$ cat config.mk
export PLATFORM = sky130hd
export DESIGN_NAME = dut_io_seq
export DESIGN_NICKNAME = d
export VERILOG_FILES = /design/src/rtl/dut_io_pkg.sv /design/src/rtl/dut_io_word_cnt.sv /design/src/rtl/dut_io_seq.sv
export SDC_FILE = /design/constraint.sdc
export NUM_CORES = 1
export LEC_CHECK = 0
export CORE_AREA = 2 2 81 83
export CTS_CLUSTER_DIAMETER = 30
export CTS_CLUSTER_SIZE = 10
export DETAILED_ROUTE_END_ITERATION = 12
export DIE_AREA = 0 0 83 85
export GPL_TIMING_DRIVEN = 0
export PLACE_DENSITY = 0.8
export REMOVE_ABC_BUFFERS = 1
export SETUP_SLACK_MARGIN = 0.02
export SLEW_MARGIN = 20
export SYNTH_ARGS = -nofsm -noshare
export SYNTH_HDL_FRONTEND = slang
export SYNTH_SLANG_ARGS = --single-unit
$ cat constraint.sdc
create_clock -name clk -period 1.5 [get_ports clk]
set_input_delay 0.3 -clock clk [delete_from_list [all_inputs] [get_ports clk]]
set_output_delay 0.3 -clock clk [all_outputs]
set_load 0.005 [all_outputs]
$ cat src/rtl/dut_io_pkg.sv
// Shared state encoding and counter sizing for the dut_io load/run/drain sequencer.
package dut_io_pkg;

  localparam int unsigned WORD_W = 32;

  typedef enum logic [2:0] {
    ST_IDLE    = 3'd0,
    ST_LOAD    = 3'd1,
    ST_RUN     = 3'd2,
    ST_CAPTURE = 3'd3,
    ST_DRAIN   = 3'd4
  } seq_state_e;

  // clog2 with a floor of one bit so a single-word vector still has a counter.
  function automatic int unsigned cnt_width(input int unsigned n);
    int unsigned w;
    w = 1;
    while ((w < 32) && ((32'd1 << w) < n)) w++;
    return w;
  endfunction

  function automatic int unsigned max_u(input int unsigned a, input int unsigned b);
    return (a > b) ? a : b;
  endfunction

endpackage

$ cat src/rtl/dut_io_word_cnt.sv
// Word counter shared by LOAD and DRAIN: clear, increment on enable, terminal-count flag.
module dut_io_word_cnt
  import dut_io_pkg::*;
#(
  parameter int unsigned CW = cnt_width(8)
) (
  input  logic          clk,
  input  logic          reset,
  input  logic          clr,
  input  logic          inc,
  input  logic [CW-1:0] last,
  output logic [CW-1:0] cnt,
  output logic          tc
);

  logic [CW-1:0] cnt_q, cnt_d;

  always_comb begin
    cnt_d = cnt_q;
    if (clr) begin
      cnt_d = '0;
    end else if (inc) begin
      cnt_d = cnt_q + 1'b1;
    end
  end

  always_ff @(posedge clk) begin
    if (reset) begin
      cnt_q <= '0;
    end else begin
      cnt_q <= cnt_d;
    end
  end

  assign cnt = cnt_q;
  assign tc  = (cnt_q == last);

endmodule

$ cat src/rtl/dut_io_seq.sv
// Load/run/drain sequencer between an AXI-side word stream and a DUT's lane vectors.
// Optional RUN watchdog: define DUT_IO_SEQ_TIMEOUT_EN to bound RUN by TIMEOUT_CYCLES.
//
// state   | meaning
// IDLE    | waiting for start
// LOAD    | accepting DUT_IN_WORDS input words into the input lanes
// RUN     | DUT advancing until dut_done (or timeout)
// CAPTURE | one-cycle snapshot of all output lanes
// DRAIN   | streaming DUT_OUT_WORDS output words to the AXI side
module dut_io_seq
  import dut_io_pkg::*;
#(
  parameter int unsigned DUT_IN_WORDS   = 8,
  parameter int unsigned DUT_OUT_WORDS  = 8,
  parameter int unsigned TIMEOUT_CYCLES = 1024
) (
  input  logic        clk,
  input  logic        reset,
  input  logic        start,
  input  logic [31:0] in_word,
  input  logic        in_valid,
  output logic        in_ready,
  output logic [31:0] out_word,
  output logic        out_valid,
  input  logic        out_ready,
  output logic [31:0] dut_input_vec_from_axi,
  output logic [31:0] dut_input_vec_addr,
  output logic        input_vec_en,
  output logic        input_vec_mode,
  input  logic [31:0] dut_output_vec_to_axi,
  output logic [31:0] dut_output_vec_addr,
  output logic        output_vec_en,
  output logic        output_vec_mode,
  output logic        dut_run,
  input  logic        dut_done,
  output logic        busy,
  output logic        done,
  output logic        timeout_err
);

  localparam int unsigned CW = cnt_width(max_u(DUT_IN_WORDS, DUT_OUT_WORDS));
  localparam logic [CW-1:0] IN_LAST  = CW'(DUT_IN_WORDS - 1);
  localparam logic [CW-1:0] OUT_LAST = CW'(DUT_OUT_WORDS - 1);

  seq_state_e    state_q, state_d;
  logic          done_q, done_d;
  logic          start_acc, load_hs, drain_hs, tmo_hit;
  logic          cnt_clr, cnt_inc, cnt_tc;
  logic [CW-1:0] cnt, cnt_last;
  logic          live;
  logic          st_load, st_run, st_capture, st_drain;

  assign st_load    = (state_q == ST_LOAD);
  assign st_run     = (state_q == ST_RUN);
  assign st_capture = (state_q == ST_CAPTURE);
  assign st_drain   = (state_q == ST_DRAIN);

  assign start_acc = (state_q == ST_IDLE) && start;
  assign load_hs   = st_load && in_valid;
  assign drain_hs  = st_drain && out_ready;

  assign cnt_clr  = start_acc || st_capture;
  assign cnt_inc  = load_hs || drain_hs;
  assign cnt_last = st_drain ? OUT_LAST : IN_LAST;

  dut_io_word_cnt #(.CW(CW)) u_word_cnt (
    .clk   (clk),
    .reset (reset),
    .clr   (cnt_clr),
    .inc   (cnt_inc),
    .last  (cnt_last),
    .cnt   (cnt),
    .tc    (cnt_tc)
  );

  always_comb begin
    state_d = state_q;
    done_d  = 1'b0;
    unique case (state_q)
      ST_IDLE: begin
        if (start) state_d = ST_LOAD;
      end
      ST_LOAD: begin
        if (load_hs && cnt_tc) state_d = ST_RUN;
      end
      ST_RUN: begin
        if (dut_done || tmo_hit) state_d = ST_CAPTURE;
      end
      ST_CAPTURE: begin
        state_d = ST_DRAIN;
      end
      ST_DRAIN: begin
        if (drain_hs && cnt_tc) begin
          state_d = ST_IDLE;
          done_d  = 1'b1;
        end
      end
      default: state_d = ST_IDLE;
    endcase
  end

  always_ff @(posedge clk) begin
    if (reset) begin
      state_q <= ST_IDLE;
      done_q  <= 1'b0;
    end else begin
      state_q <= state_d;
      done_q  <= done_d;
    end
  end

`ifdef DUT_IO_SEQ_TIMEOUT_EN
  localparam int unsigned TW = cnt_width(TIMEOUT_CYCLES);
  localparam logic [TW-1:0] TMO_LAST = TW'(TIMEOUT_CYCLES - 1);

  logic [TW-1:0] run_cnt_q, run_cnt_d;
  logic          timeout_err_q, timeout_err_d;

  assign tmo_hit = st_run && (run_cnt_q == TMO_LAST);

  always_comb begin
    run_cnt_d     = st_run ? run_cnt_q + 1'b1 : '0;
    timeout_err_d = timeout_err_q;
    if (start_acc) begin
      timeout_err_d = 1'b0;
    end else if (tmo_hit && !dut_done) begin
      timeout_err_d = 1'b1;
    end
  end

  always_ff @(posedge clk) begin
    if (reset) begin
      run_cnt_q     <= '0;
      timeout_err_q <= 1'b0;
    end else begin
      run_cnt_q     <= run_cnt_d;
      timeout_err_q <= timeout_err_d;
    end
  end

  assign timeout_err = live && timeout_err_q;
`else
  assign tmo_hit     = 1'b0;
  assign timeout_err = 1'b0;
  if (TIMEOUT_CYCLES == 0) begin : g_no_timeout
  end
`endif

  // Reset is synchronous, so outputs are also gated while it is held high.
  assign live = !reset;

  assign in_ready               = live && st_load;
  assign input_vec_en           = live && load_hs;
  assign input_vec_mode         = live && load_hs;
  assign dut_input_vec_from_axi = (live && st_load) ? in_word : '0;
  assign dut_input_vec_addr     = (live && st_load) ? WORD_W'(cnt) : '0;

  assign output_vec_en          = live && st_capture;
  assign output_vec_mode        = live && st_capture;
  assign out_valid              = live && st_drain;
  assign out_word               = (live && st_drain) ? dut_output_vec_to_axi : '0;
  assign dut_output_vec_addr    = (live && st_drain) ? WORD_W'(cnt) : '0;

  assign dut_run                = live && st_run;
  assign busy                   = live && (state_q != ST_IDLE);
  assign done                   = live && done_q;

endmodule

# [Yosys cells after proc, flatten, opt, wreduce, memory -nomap -nowiden]
# Cells that the tools add are included.
[word_totals] reg_bits=7 output_inout_bits=138 word_cells=44 in_bits=70
[classes] bitwise_logic=1 n_eq_ne=9 n_addsub=1 muxes=10 n_reduce_logical=20
[op_table] cell="two-way mux 32 bit" n=2
[op_table] cell="two-way mux 3 bit" n=6
[op_table] cell="case mux 3 bit (5 select lines)" n=1
[op_table] cell="logical AND 1 bit" n=12
[op_table] cell="== test 3 x 2 -> 1 bit (second input constant)" n=2
[op_table] cell="== test 3 bit (second input constant)" n=2
[op_table] cell="inequality test 2 x 1 -> 1 bit (second input constant)" n=2
[op_table] cell="inequality test 2 bit (second input constant)" n=2
[op_table] cell="AND reduction 4 bit" n=1
[op_table] cell="OR reduction 2 bit" n=2
[op_table] cell="adder 3 x 1 -> 3 bit (second input constant)" n=1
[op_table] cell="== test 3 x 1 -> 1 bit (second input constant)" n=1
[op_table] cell="zero test 3 bit" n=1
[op_table] cell="nonzero test 3 bit" n=1
[op_table] cell="logical OR 1 bit" n=2
[op_table] cell="zero test 1 bit" n=1
[op_table] cell="two-way mux 1 bit" n=1
[op_table] cell="inverter 1 bit" n=1

# [Depth between registers and ports, before layout]
# Gate-level depths: netlist of the first run.
[logic_depth] ltp_word=5 ltp_mapped=5

# [Modules after synthesis]
# From an unflattened synthesis of the first run, not the netlist that was laid out.
[unflattened] cells_unflattened=191 hier_area_um2=1405.1
[by_module_without_submodules] mod="dut_io_seq" n_inst=1 cells_each=175 area_each_um2=1242.4
[by_module_without_submodules] mod="dut_io_word_cnt" n_inst=1 cells_each=16 area_each_um2=162.7

# [Worst setup path after synthesis of the first run]
# No wires, ideal clock.
[synth_path] path_type="reg-to-output" from="reg state_q[0]" to="out input_vec_mode" arrival_time_ps=1178 path_buffers=1 path_stages_with_launch=5 required_time_ps=1200 slack_ps=22 cell_sequence="dfxtp_1 -> nor2b_4 -> nor3b_4 -> and2_1 -> buf_4"
[synth_via] elab_chain_cells=3
[synth_lines] element="from (decl)" line="dut_io_seq.sv:45" source="seq_state_e state_q, state_d;"
[synth_lines] element="from (signal assigned)" line="dut_io_seq.sv:107" source="state_q <= state_d;"
[synth_lines] element="== test 3 x 1 -> 1 bit" line="dut_io_seq.sv:53" source="assign st_load = (state_q == ST_LOAD);"
[synth_lines] element="logical AND 1 bit" line="dut_io_seq.sv:59" source="assign load_hs = st_load && in_valid;"
[synth_lines] element="logical AND 1 bit"
[synth_lines] element="to (decl)" line="dut_io_seq.sv:29" source="output logic input_vec_mode,"
# Every way passes these cells.

# [Final worst setup path of the first run]
[layout_path] from="reg state_q[0]" to="out dut_input_vec_from_axi[21]"
[layout_via] elab_chain_cells=3
[layout_lines] element="== test 3 x 1 -> 1 bit" line="dut_io_seq.sv:53"
[layout_lines] element="logical AND 1 bit" line="dut_io_seq.sv:155" source="assign dut_input_vec_from_axi = (live && st_load) ? in_word : '0;"
[layout_lines] element="two-way mux 32 bit" line="dut_io_seq.sv:155"
[layout_lines] element="to (decl)" line="dut_io_seq.sv:26" source="output logic [31:0] dut_input_vec_from_axi,"
# Every way passes these cells.

==> results.sh, run 1 <==
export IMPL_status="complete, but fails checks"
export IMPL_violations="setup timing"
export IMPL_dr_first_iter_drc_count=31
export IMPL_crit_start="state_q[0]"
export IMPL_ir_drop_v=0.000240
export IMPL_cts_tree="yes"
export IMPL_power_density_nw_per_um2=272
export IMPL_drc=0
export IMPL_rows=29
export IMPL_initial_utilization_pct=23.0
export IMPL_die_area_um2=7060
export IMPL_ys_seq_area_share_pct=9.81
export IMPL_syn_to_final_growth_pct=152
export IMPL_netlist_area_um2=1430
export IMPL_wirelength_um=6030
export IMPL_portBuffers=148
export IMPL_cts_root_buf="clkbuf_8"
export IMPL_final_max_slew_violation_count=0
export IMPL_cts_buffers=3
export IMPL_syn_avg_cell_area_um2=7.56
export IMPL_ioPinCount=208
export IMPL_cp_max_fo=6
export IMPL_hp_class="in2reg"
export IMPL_setup_tns_ns=-25.93
export IMPL_multiInputGateArea_um2=1230
export IMPL_fmaxAchievable_ghz=0.518
export IMPL_rr_startpoint="state_q[1]"
export IMPL_netlist_area_leader_share_pct=32.0
export IMPL_die_w_um=83
export IMPL_endpoint_kind="primary output"
export IMPL_grt_first_pass_wirelength_um=8450
export IMPL_post_drt_wl_per_cell_um=13.3
export IMPL_dr_pass1_iters=4
export IMPL_yosysMostFrequentCell="and2_1"
export IMPL_drive_gt1_share_pct=55.9
export IMPL_rsz0062_at_grt="true"
export IMPL_met3_length_um=367
export IMPL_dr_wl_met2_um=3270
export IMPL_drv_cap=0
export IMPL_fillers=563
export IMPL_htreeDepth=1
export IMPL_crit_type="reg2out"
export IMPL_finalCriticalPeriod_ns=1.93
export IMPL_highest_layer="met4"
export IMPL_min_from="reset"
export IMPL_seq_area_um2=151
export IMPL_die_h_um=85
export IMPL_skew_ns=0.00511
export IMPL_fin_nets=449
export IMPL_core_area_um2=6200
export IMPL_clkLatencyLatePin_ns=0.23
export IMPL_grt_pass1_vias=1607
export IMPL_setup_viol=79
export IMPL_path_clk_slew_ns=0.05
export IMPL_synthArstFlopShare_pct=0
export IMPL_clk_path_buf_depth=2
export IMPL_hpwlAfterDp_um=3820
export IMPL_num_antenna_cells=0
export IMPL_yosysUniqueCellTypes=31
export IMPL_synth_area_leader_cell="buf_4"
export IMPL_finalHoldViolations=0
export IMPL_clock_sinks=7
export IMPL_cp_start_kind="flip-flop"
export IMPL_reg2reg_slack_ns=-0.13
export IMPL_ys_ff_latch=7
export IMPL_r2r_cells=7
export IMPL_overflow=0
export IMPL_synth_edf_count=0
export IMPL_holdPathStages=2
export IMPL_yosysWarnings=0
export IMPL_holdPathEnd="u_word_cnt.cnt[1]"
export IMPL_m1WireLength_um=2330
export IMPL_cp_data_arrival_time_ns=1.63
export IMPL_synth_common_cells="and2_1, buf_4, dfxtp_1"
export IMPL_routed_via_density=3.86
export IMPL_leakagePower_nw=1.73
export IMPL_grt_use_total_pct=14.5
export IMPL_required_ns=1.20
export IMPL_power_total_uw=980
export IMPL_reg2reg_to="u_word_cnt.cnt[1]"
export IMPL_setup_slack_ns=-0.432
export IMPL_antenna_found_initial=0
export IMPL_vias=1748
export IMPL_ant_nets=0
export IMPL_ys_flop_type="dfxtp_1"
export IMPL_gp_congestion=0.771
export IMPL_syn_inst=189
export IMPL_synthTopCellsByArea="buf_4, and2_1, dfxtp_1"
export IMPL_grt_max_degree=15
export IMPL_fin_crit_sh_pct=129
final cells by class:
type	instances	share of cell area (%)
repair buffers	195	57.7
multi-input cells	170	34.2
flip-flops and latches	7	4.20
well taps	77	2.67
clock buffers	4	1.25
metrics by stage:
stage | setup slack (ns) | instances | utilization (%) | cell area (um^2) | hold slack (ns)
finish | -0.432 | 453 | 58.1 | 3600 | 0.421
global route | -0.507 | 453 | 58.1 | 3600 | 0.433
CTS | -0.423 | 444 | 52.0 | 3230 | 0.407
detailed placement | -1.53 | 403 | 43.8 | 2720 | 0.529
global placement | -1.78 | 401 | 43.4 | 2690 | 0.515
floorplan | -0.344 | 176 | - | 1110 | 0.369
sequential cells by signal, indices dropped and copies added (netlist names):
name,cells
state_q,3
done_q,1
u_word_cnt.cnt,3
cell families (layout without fill, tap and decap cells):
family,after synthesis,in the layout,share of synthesized area (%)
buffers and inverters,71,199,37.2
AND/OR/NAND/NOR,97,98,45.0
flip-flops,7,7,9.81
adder cells (fa/ha/maj),2,2,1.75
AO/OA/AOI/OAI,10,10,5.25
multiplexers,1,1,0.701
other,1,59,0.262
what timing repair did:
item                                    4_1_cts  5_1_grt
endpoints found under the hold margin         0        0
setup buffers                                31       13
cloned                                        6        2
endpoints found under the setup margin       80       80
hold buffers                                  0        0
gates resized for setup                     407       95
pin swaps                                    38       31
cell usage in the layout, fill, tap and decap left out, drive strengths merged:
master         count
a211oi             4
a21o               1
a21oi              2
a2bb2oi            1
and2              71
and3               1
and4bb             1
buf              122
clkbuf             8
clkdlybuf4s50     68
conb              59
dfxtp              7
dlygate4sd2        1
ha                 2
mux2i              1
nand2              3
nand2b             1
nand3              5
nand4bb            2
nor2               2
nor2b              2
nor3               4
nor3b              2
nor4b              1
nor4bb             1
o21ai              2
or2                1
or3b               1
worst max path at each step:
stage / depth (start not counted) / slack (ns) / end
floorplan: 2 / -0.34 / dut_output_vec_addr[0]
global route: 8 / -0.51 / dut_input_vec_from_axi[21]
global placement: 4 / -1.78 / out_word[6]
CTS: 8 / -0.42 / dut_input_vec_from_axi[21]
detailed placement: 4 / -1.53 / input_vec_en
finish: 8 / -0.43 / dut_input_vec_from_axi[21]
power by group:
group / total, mW / internal, mW / switching (mW)
Clock: 0.277 / 0.185 / 0.0923
Sequential: 0.192 / 0.187 / 0.00551
Combinational: 0.510 / 0.344 / 0.166
Total: 0.980 / 0.715 / 0.264
routing by layer:
metal	track usage (%)	vias up
li1	-	861
met1	17.9	798
met2	26.2	82
met3	2.82	7
met4	2.98	0
met5	0	-
critical path: stages, from the launching register on:
cell     delay [ns]
dfxtp_4        0.37
nor2b_4        0.15
buf_6          0.10
nor3b_4        0.25
buf_6          0.14
buf_6          0.10
buf_6          0.08
and2_4         0.12
buf_6          0.08
Power figures use the tool's default switching activity.
==> run 2: changes to the inputs <==
Settings changed: MAX_ROUTING_LAYER set to met4.
==> results.sh, run 2 (synthesis results as in run 1) <==
export IMPL_status="complete, but fails checks"
export IMPL_violations="setup timing"
export IMPL_fmaxAchievable_ghz=0.517
export IMPL_hpwlAfterDp_um=3820
export IMPL_post_dp_cell_area_um2=2720
export IMPL_leakagePower_nw=1.73
export IMPL_antenna_found_initial=0
export IMPL_setup_tns_ns=-25.87
export IMPL_drv_cap=0
export IMPL_endpoint_kind="primary output"
export IMPL_clock_sinks=7
export IMPL_setup_viol=79
export IMPL_post_drt_wl_per_cell_um=13.3
export IMPL_clk_path_buf_depth=2
export IMPL_grt_first_pass_wirelength_um=8450
export IMPL_dr_first_iter_drc_count=33
export IMPL_skew_ns=0.00565
export IMPL_initial_utilization_pct=23.0
export IMPL_whs_ns=0.421
export IMPL_min_from="reset"
export IMPL_fin_nets=449
export IMPL_wirelength_um=6030
export IMPL_reg2reg_to="u_word_cnt.cnt[1]"
export IMPL_portBuffers=148
export IMPL_cts_root_buf="clkbuf_8"
export IMPL_power_density_nw_per_um2=272
export IMPL_rr_startpoint="state_q[1]"
export IMPL_grt_use_total_pct=14.9
export IMPL_num_antenna_cells=0
export IMPL_fin_cells=453
export IMPL_ioPinCount=208
export IMPL_rows=29
export IMPL_routed_via_density=3.88
export IMPL_clkLatencyLatePin_ns=0.23
export IMPL_drive_gt1_share_pct=55.9
export IMPL_final_util_pct=58.1
export IMPL_crit_start="state_q[0]"
export IMPL_final_area_um2=3600
export IMPL_setup_slack_ns=-0.433
export IMPL_pre_cts_ws_ns=-1.53
export IMPL_cts_tree="yes"
export IMPL_overflow=0
export IMPL_syn_to_final_growth_pct=152
export IMPL_htreeDepth=1
export IMPL_finalCriticalPeriod_ns=1.93
export IMPL_drc=0
export IMPL_dp_cells=403
export IMPL_dr_pass1_iters=4
export IMPL_ant_nets=0
export IMPL_mostFrequentLayoutCells="buf_6, clkdlybuf4s50_1, and2_4, conb_1, buf_2"
export IMPL_path_clk_slew_ns=0.05
export IMPL_fin_crit_sh_pct=129
export IMPL_hp_class="in2reg"
export IMPL_ir_drop_v=0.000240
export IMPL_final_common_cell="buf_6"
export IMPL_grt_pass1_vias=1608
export IMPL_crit_type="reg2out"
export IMPL_finalHoldViolations=0
export IMPL_grt_max_degree=15
export IMPL_gp_congestion=0.782
export IMPL_cp_max_fo=6
export IMPL_core_area_um2=6200
export IMPL_final_max_slew_violation_count=0
export IMPL_die_area_um2=7060
export IMPL_cp_start_kind="flip-flop"
export IMPL_cp_data_arrival_time_ns=1.63
export IMPL_holdPathEnd="u_word_cnt.cnt[1]"
export IMPL_holdPathStages=2
export IMPL_cts_hold_fix_buffers=0
export IMPL_reg2reg_slack_ns=-0.13
export IMPL_required_ns=1.20
export IMPL_die_h_um=85
export IMPL_r2r_cells=7
export IMPL_power_total_uw=981
export IMPL_vias=1758
export IMPL_rsz0062_at_grt="true"
export IMPL_die_w_um=83
export IMPL_cts_buffers=3
-- run 2: cell counts in the layout (fill, tap and decap cells not counted) --
Identical to the previous run, type by type.
-- run 2: repair_timing --
item	4_1_cts	5_1_grt
setup endpoints to repair	80	80
endpoints found under the hold margin	0	0
buffers inserted	31	13
pin swaps	38	31
gates resized for setup	407	95
gates cloned	6	2
-- run 2: worst max-delay path by stage --
stage                                       to  depth (start not counted)
global route        dut_input_vec_from_axi[21]                          8
finish              dut_input_vec_from_axi[21]                          8
floorplan               dut_output_vec_addr[0]                          2
global placement                   out_word[6]                          4
CTS                 dut_input_vec_from_axi[21]                          8
detailed placement                input_vec_en                          4
-- run 2: layer usage --
layer,wire [um],vias up,GRT usage [%]
met2,3260,82,26.2
met5,0,-,-
met1,2320,808,17.8
met4,61,0,2.98
li1,-,861,-
met3,377,7,2.92
-- run 2: where the power goes --
| group | internal (mW) | leakage, nW | switching (mW) |
|---|---|---|---|
| Sequential | 0.187 | 0.0589 | 0.00563 |
| Combinational | 0.344 | 1.65 | 0.167 |
| Clock | 0.185 | 0.0228 | 0.0932 |
-- run 2: final cells by class --
type                       instances  area [um^2]
clock buffer                       4         45.0
tap                               77         96.3
sequential                         7          151
multi-input combinational        170         1230
timing repair buffer             195         2080
fill                             563         2600
-- run 2: worst max-delay path: stages (launching register included) --
cell and delay (ns):
dfxtp_4 0.37, nor2b_4 0.15, buf_6 0.10, nor3b_4 0.25, buf_6 0.14, buf_6 0.10
buf_6 0.08, and2_4 0.12, buf_6 0.08
